===== src/rtl/mem_access_pkg.sv =====
// mem_access_pkg
//   Shared types and constants for the memory-stage sequencer.
//   - state_t : controller states (IDLE, RD_WAIT, WR)
//   - op_t    : request kind latched at acceptance
//   - RD_LAT_MAX : largest supported RAM read latency
package mem_access_pkg;

   localparam int RD_LAT_MAX = 4;

   typedef enum logic [1:0] {
      IDLE    = 2'd0,
      RD_WAIT = 2'd1,
      WR      = 2'd2
   } state_t;

   typedef enum logic [1:0] {
      OP_FETCH = 2'd0,
      OP_LOAD  = 2'd1,
      OP_STORE = 2'd2
   } op_t;

endpackage


===== src/rtl/mem_access_seq_if.sv =====
// mem_access_seq_if
//   Bundles the pipeline-side request/response signals and the RAM port.
//   master : pipeline + RAM model side (drives requests and ram_q)
//   slave  : the sequencer (drives ready/stall/valids/rdata and the RAM controls)
interface mem_access_seq_if #(
   parameter int AW = 12,
   parameter int DW = 16
) ();
   logic          fetch_req;
   logic [AW-1:0] pc;
   logic          mem_req;
   logic          mem_we;
   logic [AW-1:0] mem_addr;
   logic [DW-1:0] mem_wdata;
   logic          ready;
   logic          stall;
   logic          instr_valid;
   logic          load_valid;
   logic [DW-1:0] rdata_out;
   logic [AW-1:0] ram_addr;
   logic          ram_wren;
   logic [DW-1:0] ram_wdata;
   logic [DW-1:0] ram_q;

   modport master (
      output fetch_req, pc, mem_req, mem_we, mem_addr, mem_wdata, ram_q,
      input  ready, stall, instr_valid, load_valid, rdata_out,
      input  ram_addr, ram_wren, ram_wdata
   );

   modport slave (
      input  fetch_req, pc, mem_req, mem_we, mem_addr, mem_wdata, ram_q,
      output ready, stall, instr_valid, load_valid, rdata_out,
      output ram_addr, ram_wren, ram_wdata
   );
endinterface


===== src/rtl/mem_store_buf.sv =====
// mem_store_buf
//   One-entry posted store buffer: valid/address/data plus an address
//   compare used for load/fetch forwarding.
//   Ports: clk, rst_n (async, active-low), cap (capture a store), clr
//   (entry drained), cap_addr/cap_data, cmp_addr (address to match),
//   vld/addr/data (entry contents), hit (vld and address match).
module mem_store_buf #(
   parameter int AW = 12,
   parameter int DW = 16
) (
   input  logic          clk,
   input  logic          rst_n,
   input  logic          cap,
   input  logic          clr,
   input  logic [AW-1:0] cap_addr,
   input  logic [DW-1:0] cap_data,
   input  logic [AW-1:0] cmp_addr,
   output logic          vld,
   output logic [AW-1:0] addr,
   output logic [DW-1:0] data,
   output logic          hit
);

   always_ff @(posedge clk or negedge rst_n) begin
      if (!rst_n) begin
         vld <= 1'b0;
      end else if (cap) begin
         vld <= 1'b1;
      end else if (clr) begin
         vld <= 1'b0;
      end
   end

   // Payload only matters while vld is set, so it carries no reset.
   always_ff @(posedge clk) begin
      if (cap) begin
         addr <= cap_addr;
         data <= cap_data;
      end
   end

   assign hit = vld && (addr == cmp_addr);

endmodule


===== src/rtl/mem_access_seq.sv =====
// mem_access_seq
//   Memory-stage sequencer: serialises instruction fetch, load and store
//   onto one single-port synchronous RAM with a read latency of RD_LAT
//   (1..RD_LAT_MAX) cycles, and returns ready/stall and valid pulses.
//   Ports: clk, rst_n (async, active-low), bus (mem_access_seq_if.slave):
//     requests fetch_req/pc, mem_req/mem_we/mem_addr/mem_wdata;
//     responses ready, stall, instr_valid, load_valid, rdata_out;
//     RAM ram_addr/ram_wren/ram_wdata (registered), ram_q.
//   Build option: define STORE_BUF_EN for a one-entry posted store buffer
//   with load/fetch forwarding; undefined, every store takes a WR cycle.
module mem_access_seq
   import mem_access_pkg::*;
#(
   parameter int AW     = 12,
   parameter int DW     = 16,
   parameter int RD_LAT = 1
) (
   input logic             clk,
   input logic             rst_n,
   mem_access_seq_if.slave bus
);

   localparam int CW = $clog2(RD_LAT + 1);
   localparam logic [CW-1:0] LAT_C = CW'(RD_LAT);
   localparam logic [CW-1:0] ONE_C = CW'(1);

   state_t        state, state_nx;
   op_t           op, op_nx;
   logic [CW-1:0] cnt, cnt_nx;
   logic [AW-1:0] addr_q, addr_nx;
   logic [DW-1:0] wdata_q, wdata_nx;
   logic [DW-1:0] rdata_q, rdata_nx;
   logic          wren_q, wren_nx;
   logic          ivld_q, ivld_nx;
   logic          lvld_q, lvld_nx;
   logic          ready;

`ifdef STORE_BUF_EN
   logic          buf_cap, drain;
   logic          buf_vld, buf_hit;
   logic [AW-1:0] buf_addr;
   logic [DW-1:0] buf_data;

   mem_store_buf #(.AW(AW), .DW(DW)) u_sbuf (
      .clk      (clk),
      .rst_n    (rst_n),
      .cap      (buf_cap),
      .clr      (drain),
      .cap_addr (bus.mem_addr),
      .cap_data (bus.mem_wdata),
      .cmp_addr (addr_q),
      .vld      (buf_vld),
      .addr     (buf_addr),
      .data     (buf_data),
      .hit      (buf_hit)
   );
`endif

   always_ff @(posedge clk or negedge rst_n) begin
      if (!rst_n) begin
         state   <= IDLE;
         op      <= OP_FETCH;
         cnt     <= '0;
         addr_q  <= '0;
         wdata_q <= '0;
         rdata_q <= '0;
         wren_q  <= 1'b0;
         ivld_q  <= 1'b0;
         lvld_q  <= 1'b0;
      end else begin
         state   <= state_nx;
         op      <= op_nx;
         cnt     <= cnt_nx;
         addr_q  <= addr_nx;
         wdata_q <= wdata_nx;
         rdata_q <= rdata_nx;
         wren_q  <= wren_nx;
         ivld_q  <= ivld_nx;
         lvld_q  <= lvld_nx;
      end
   end

   always_comb begin
      state_nx = state;
      op_nx    = op;
      cnt_nx   = cnt;
      addr_nx  = addr_q;
      wdata_nx = wdata_q;
      rdata_nx = rdata_q;
      wren_nx  = 1'b0;
      ivld_nx  = 1'b0;
      lvld_nx  = 1'b0;
      ready    = 1'b0;
`ifdef STORE_BUF_EN
      buf_cap  = 1'b0;
      drain    = 1'b0;
`endif
      case (state)
         IDLE: begin
            ready = 1'b1;
            // mem_req wins over fetch_req; the loser simply stays pending.
            if (bus.mem_req && bus.mem_we) begin
`ifdef STORE_BUF_EN
               if (!buf_vld) begin
                  buf_cap = 1'b1;
               end else begin
                  // Full buffer: refuse the store and drain to make room.
                  ready = 1'b0;
                  drain = 1'b1;
               end
`else
               state_nx = WR;
               op_nx    = OP_STORE;
               wren_nx  = 1'b1;
               addr_nx  = bus.mem_addr;
               wdata_nx = bus.mem_wdata;
`endif
            end else if (bus.mem_req) begin
               state_nx = RD_WAIT;
               op_nx    = OP_LOAD;
               cnt_nx   = ONE_C;
               addr_nx  = bus.mem_addr;
            end else if (bus.fetch_req) begin
               state_nx = RD_WAIT;
               op_nx    = OP_FETCH;
               cnt_nx   = ONE_C;
               addr_nx  = bus.pc;
`ifdef STORE_BUF_EN
            end else if (buf_vld) begin
               drain = 1'b1;
`endif
            end else begin
               addr_nx = bus.pc;
            end
         end
         RD_WAIT: begin
            // ram_addr is held here; ram_q is taken in the last wait cycle.
            if (cnt == LAT_C) begin
               state_nx = IDLE;
               cnt_nx   = '0;
`ifdef STORE_BUF_EN
               rdata_nx = buf_hit ? buf_data : bus.ram_q;
`else
               rdata_nx = bus.ram_q;
`endif
               if (op == OP_LOAD) lvld_nx = 1'b1;
               else               ivld_nx = 1'b1;
            end else begin
               cnt_nx = cnt + ONE_C;
            end
         end
         WR: begin
            state_nx = IDLE;
         end
         default: begin
            state_nx = IDLE;
         end
      endcase
`ifdef STORE_BUF_EN
      if (drain) begin
         state_nx = WR;
         op_nx    = OP_STORE;
         wren_nx  = 1'b1;
         addr_nx  = buf_addr;
         wdata_nx = buf_data;
      end
`endif
   end

   assign bus.ready       = ready;
   assign bus.stall       = ~ready & (bus.fetch_req | bus.mem_req);
   assign bus.instr_valid = ivld_q;
   assign bus.load_valid  = lvld_q;
   assign bus.rdata_out   = rdata_q;
   assign bus.ram_addr    = addr_q;
   assign bus.ram_wren    = wren_q;
   assign bus.ram_wdata   = wdata_q;

endmodule


===== src/flat_wrapper.sv =====
// flat-port wrapper written by rule: the top's interface ports become plain ports
module mem_access_seq_flat import mem_access_pkg::*;
#(
   parameter int AW     = 12,
   parameter int DW     = 16,
   parameter int RD_LAT = 1
)
  (clk, rst_n, bus_fetch_req, bus_pc, bus_mem_req, bus_mem_we, bus_mem_addr, bus_mem_wdata, bus_ram_q, bus_ready, bus_stall, bus_instr_valid, bus_load_valid, bus_rdata_out, bus_ram_addr, bus_ram_wren, bus_ram_wdata);
  mem_access_seq_if #(.AW(AW), .DW(DW)) bus_i ();
  input logic clk;
  input logic rst_n;
  input wire logic [$bits(bus_i.fetch_req)-1:0] bus_fetch_req;
  input wire logic [$bits(bus_i.pc)-1:0] bus_pc;
  input wire logic [$bits(bus_i.mem_req)-1:0] bus_mem_req;
  input wire logic [$bits(bus_i.mem_we)-1:0] bus_mem_we;
  input wire logic [$bits(bus_i.mem_addr)-1:0] bus_mem_addr;
  input wire logic [$bits(bus_i.mem_wdata)-1:0] bus_mem_wdata;
  input wire logic [$bits(bus_i.ram_q)-1:0] bus_ram_q;
  output wire logic [$bits(bus_i.ready)-1:0] bus_ready;
  output wire logic [$bits(bus_i.stall)-1:0] bus_stall;
  output wire logic [$bits(bus_i.instr_valid)-1:0] bus_instr_valid;
  output wire logic [$bits(bus_i.load_valid)-1:0] bus_load_valid;
  output wire logic [$bits(bus_i.rdata_out)-1:0] bus_rdata_out;
  output wire logic [$bits(bus_i.ram_addr)-1:0] bus_ram_addr;
  output wire logic [$bits(bus_i.ram_wren)-1:0] bus_ram_wren;
  output wire logic [$bits(bus_i.ram_wdata)-1:0] bus_ram_wdata;
  assign bus_i.fetch_req = bus_fetch_req;
  assign bus_i.pc = bus_pc;
  assign bus_i.mem_req = bus_mem_req;
  assign bus_i.mem_we = bus_mem_we;
  assign bus_i.mem_addr = bus_mem_addr;
  assign bus_i.mem_wdata = bus_mem_wdata;
  assign bus_i.ram_q = bus_ram_q;
  assign bus_ready = bus_i.ready;
  assign bus_stall = bus_i.stall;
  assign bus_instr_valid = bus_i.instr_valid;
  assign bus_load_valid = bus_i.load_valid;
  assign bus_rdata_out = bus_i.rdata_out;
  assign bus_ram_addr = bus_i.ram_addr;
  assign bus_ram_wren = bus_i.ram_wren;
  assign bus_ram_wdata = bus_i.ram_wdata;
  mem_access_seq #(.AW(AW), .DW(DW), .RD_LAT(RD_LAT)) u_core (.clk(clk), .rst_n(rst_n), .bus(bus_i));
endmodule

===== config.mk =====
export PLATFORM = sky130hd
export DESIGN_NAME = mem_access_seq_flat
export DESIGN_NICKNAME = d
export VERILOG_FILES = /design/src/rtl/mem_access_pkg.sv /design/src/rtl/mem_access_seq_if.sv /design/src/rtl/mem_store_buf.sv /design/src/rtl/mem_access_seq.sv /design/src/flat_wrapper.sv
export SDC_FILE = /design/constraint.sdc
export NUM_CORES = 1
export LEC_CHECK = 0
export CAP_MARGIN = 20
export CORE_MARGIN = 4
export CORE_UTILIZATION = 35
export DETAILED_ROUTE_END_ITERATION = 10
export PLACE_DENSITY = 0.83
export SETUP_SLACK_MARGIN = 0.15
export SYNTH_ARGS = -nofsm -noshare
export SYNTH_HDL_FRONTEND = slang
export SYNTH_SLANG_ARGS = --single-unit
export TNS_END_PERCENT = 5

===== constraint.sdc =====
create_clock -name clk -period 1.78 [get_ports clk]
set_input_delay 0.267 -clock clk [delete_from_list [all_inputs] [get_ports clk]]
set_output_delay 0.267 -clock clk [all_outputs]
set_load 0.05 [all_outputs]

==> results.py <==
metrics = {
    "floorplanning": {
        "dieArea_mm2": 0.00733,
        "start_util": 0.358,
        "core_mm2": 0.00589,
        "ios": 110,
        "die_w_um": 85.6,
        "core.rowCount": 28,
        "die_h_um": 85.6,
    },
    "critical_path": {
        "end_kind": "flop",
        "worstReg2RegEnd": "u_core.bus.ram_wdata[4]",
        "startpoint": "u_core.state[0]",
        "crit_family": "simple AND/OR/NAND/NOR gates",
        "critPathMaxStageDelay_ns": 0.43,
        "worstPathRequired_ns": 1.97,
        "arrival_ns": 1.85,
        "crit_fanout": 18,
        "r2r-start": "u_core.state[0]",
        "reg2reg_slack_ns": 0.12,
        "startpoint_type": "flop",
        "slowest_stage": "dfrtp_1",
        "rr_worst_depth": 4,
        "critical_path_class": "flop to flop",
        "path_buf_inv": 1,
        "crit_chain": "or2_4 > inv_8 > and3_4 > mux2_2",
    },
    "routing": {
        "drt_iter0_markers": 34,
        "ant_nets": 0,
        "viasPerCell": 4.57,
        "routed_wl_um": 4880,
        "vias": 1548,
        "drc_errors": 0,
        "firstDrtPassIters": 4,
        "wire_per_inst_um": 14.4,
    },
    "synthesis": {
        "synth_seq_cells": 52,
        "syn_avg_cell_area_um2": 14.2,
        "netlist_top_cells_area": "dfrtp_1 (62%), mux2_2 (13%), mux2i_1 (5.7%)",
        "netlist.top_cell.by_area": "dfrtp_1",
        "netlist.area_leader.share": 0.617,
        "ys_types": 22,
        "yosysSeqAreaShare": 0.617,
        "yosys_warnings": 0,
        "netlist_instances": 149,
        "syn_nets": 210,
        "netlist_area_mm2": 0.00211,
    },
    "grt": {
        "grt_pass1_wl_um": 8030,
        "antenna_found_initial": 0,
        "first_global_vias": 1706,
        "grt_max_degree": 53,
        "grt_use_total": 0.136,
        "overflow": 0,
    },
    "clocking": {
        "root_buffer": "clkbuf_8",
        "cts_tree": "yes",
        "cts_sinks": 52,
        "cts_buffer_depth": 2,
        "clkTransAtPathRegs_ns": 0.09,
        "clkLatencyLatePin_ns": 0.30,
        "cts_buffers": 5,
        "cts_setup_buffers": 0,
        "cts-htree-levels": 2,
    },
    "timing": {
        "hold_viol": 0,
        "rsz0062_at_grt": "yes",
        "maxSlewViolCount": 0,
        "fin_setup_tns_ns": 0,
        "max_freq_ghz": 0.603,
        "worstMarginPinSlew_ns": 0.531,
        "relSlewSlack": 0.645,
        "min_period_ns": 1.66,
        "skew_ns": 0.00800,
        "setup_viol": 0,
        "period_share": 0.932,
        "layout_setup_ws_ns": 0.121,
    },
    "job": {
        "cap_viol_max_count": 0,
    },
    "status": {
        "outcome": "completed",
    },
    "final_layout": {
        "drive_above_1_share": 0.246,
        "area_growth_pct": 67.3,
        "final_common_cell": "clkdlybuf4s50_1",
        "nNetsFinal": 324,
        "n_antenna_cell": 0,
        "mostFrequentLayoutCells": "clkdlybuf4s50_1 (58), dfrtp_1 (52), dlymetal6s2s_1 (35)",
        "fin_util": 0.599,
    },
    "place": {
        "dp_worst_setup_slack_ns": 0.0523,
        "io_buffer_count": 109,
        "dp_hpwl_um": 3630,
        "routabilityCongestion": 0.676,
    },
    "min_path": {
        "min_path_type": "primary input to flop",
        "holdPathEnd": "u_core.op[0]",
        "min-delay-start": "bus_mem_req",
        "hold_depth": 4,
    },
    "power_and_ir_drop": {
        "irDropWorstVdd_v": 0.000938,
        "power_density_mw_per_mm2": 2070,
        "p_leak_nw": 1.85,
    },
}
==> worst max-delay path by stage <==
| stage | cells after the start | slack (ns) | to |
|---|---|---|---|
| finish | 4 | 0.12 | u_core.bus.ram_wdata[4] |
| global route | 4 | 0.06 | u_core.bus.ram_wdata[0] |
| CTS | 1 | 0.003 | bus_ram_wdata[14] |
| detailed placement | 3 | 0.05 | u_core.bus.ram_wdata[5] |
| global placement | 3 | 0.09 | u_core.bus.ram_wdata[2] |
| floorplan | 7 | 0.08 | u_core.bus.ram_wdata[10] |
==> through the flow <==
| step | power (mW) | area, µm² | instances | hold WS, ns |
|---|---|---|---|---|
| after CTS | 7.41 | 3420 | 339 | 0.467 |
| after floorplan | 4.96 | 2110 | 149 | -0.0286 |
| after global routing | 7.68 | 3530 | 339 | 0.482 |
| after global placement | 6.36 | 3270 | 330 | 0.275 |
| after detailed placement | 6.45 | 3270 | 330 | 0.281 |
| final | 7.31 | 3530 | 339 | 0.451 |
==> flip-flops by register name, summed over array words and instances (netlist names) <==
| name | count |
|---|---|
| u_core.bus.ram_wdata | 16 |
| u_core.bus.rdata_out | 16 |
| u_core.bus.ram_addr | 12 |
| u_core.op | 2 |
| u_core.state | 2 |
| u_core.bus.instr_valid | 1 |
| u_core.bus.load_valid | 1 |
| u_core.bus.ram_wren | 1 |
| u_core.cnt | 1 |
==> timing repair <==
action	4_1_cts	5_1_grt
resized for setup	2	42
pin swaps	0	1
setup endpoints to repair	53	51
hold endpoints to repair	52	0
hold buffers	1	0
==> routing by layer <==
metal / vias to the layer above / track usage / part of all wire
li1: 742 / - / -
met1: 731 / 0.161 / 0.40
met2: 71 / 0.230 / 0.49
met3: 4 / 0.0596 / 0.11
met4: 0 / 0.0302 / 0.0063
met5: - / 0 / 0
==> cell usage after synthesis <==
master     n
dfrtp_1   52
mux2_2    24
o21ai_0   15
nand2_1   13
mux2i_1   12
mux2_4     8
buf_2      4
a21oi_1    3
buf_6      2
clkbuf_1   2
nand2b_1   2
nor2_1     2
and3_1     1
and3_4     1
buf_12     1
inv_1      1
inv_6      1
nand3b_1   1
nor3b_1    1
o21a_1     1
o311a_1    1
or2_1      1
==> power breakdown <==
| part | leakage, nW | internal (mW) | switching [mW] |
|---|---|---|---|
| logic | 1.15 | 1.61 | 2.70 |
| registers | 0.624 | 1.76 | 0.293 |
| clock network | 0.0687 | 0.566 | 0.387 |
| total | 1.85 | 3.93 | 3.38 |
==> cell families after synthesis <==
family | share of synthesized area
compound gates | 0.0510
buf+inv | 0.0391
flops | 0.617
mux | 0.242
simple gates | 0.0510
==> worst reg2reg max path, stage by stage, from the launching register on <==
cell and delay (ns):
dfrtp_1 0.43, or2_4 0.30, inv_8 0.07, and3_4 0.38, mux2_2 0.38
==> cell type report <==
type	instances	area [µm²]
fillers	497	2360
flip-flops and latches	52	1300
repair buffers	116	1230
multi-input cells	86	749
well taps	75	93.8
clock buffers	5	68.8
clock inverters	3	68.8
inverters	2	15.0
No activity file was read; power rests on OpenSTA's default activity.
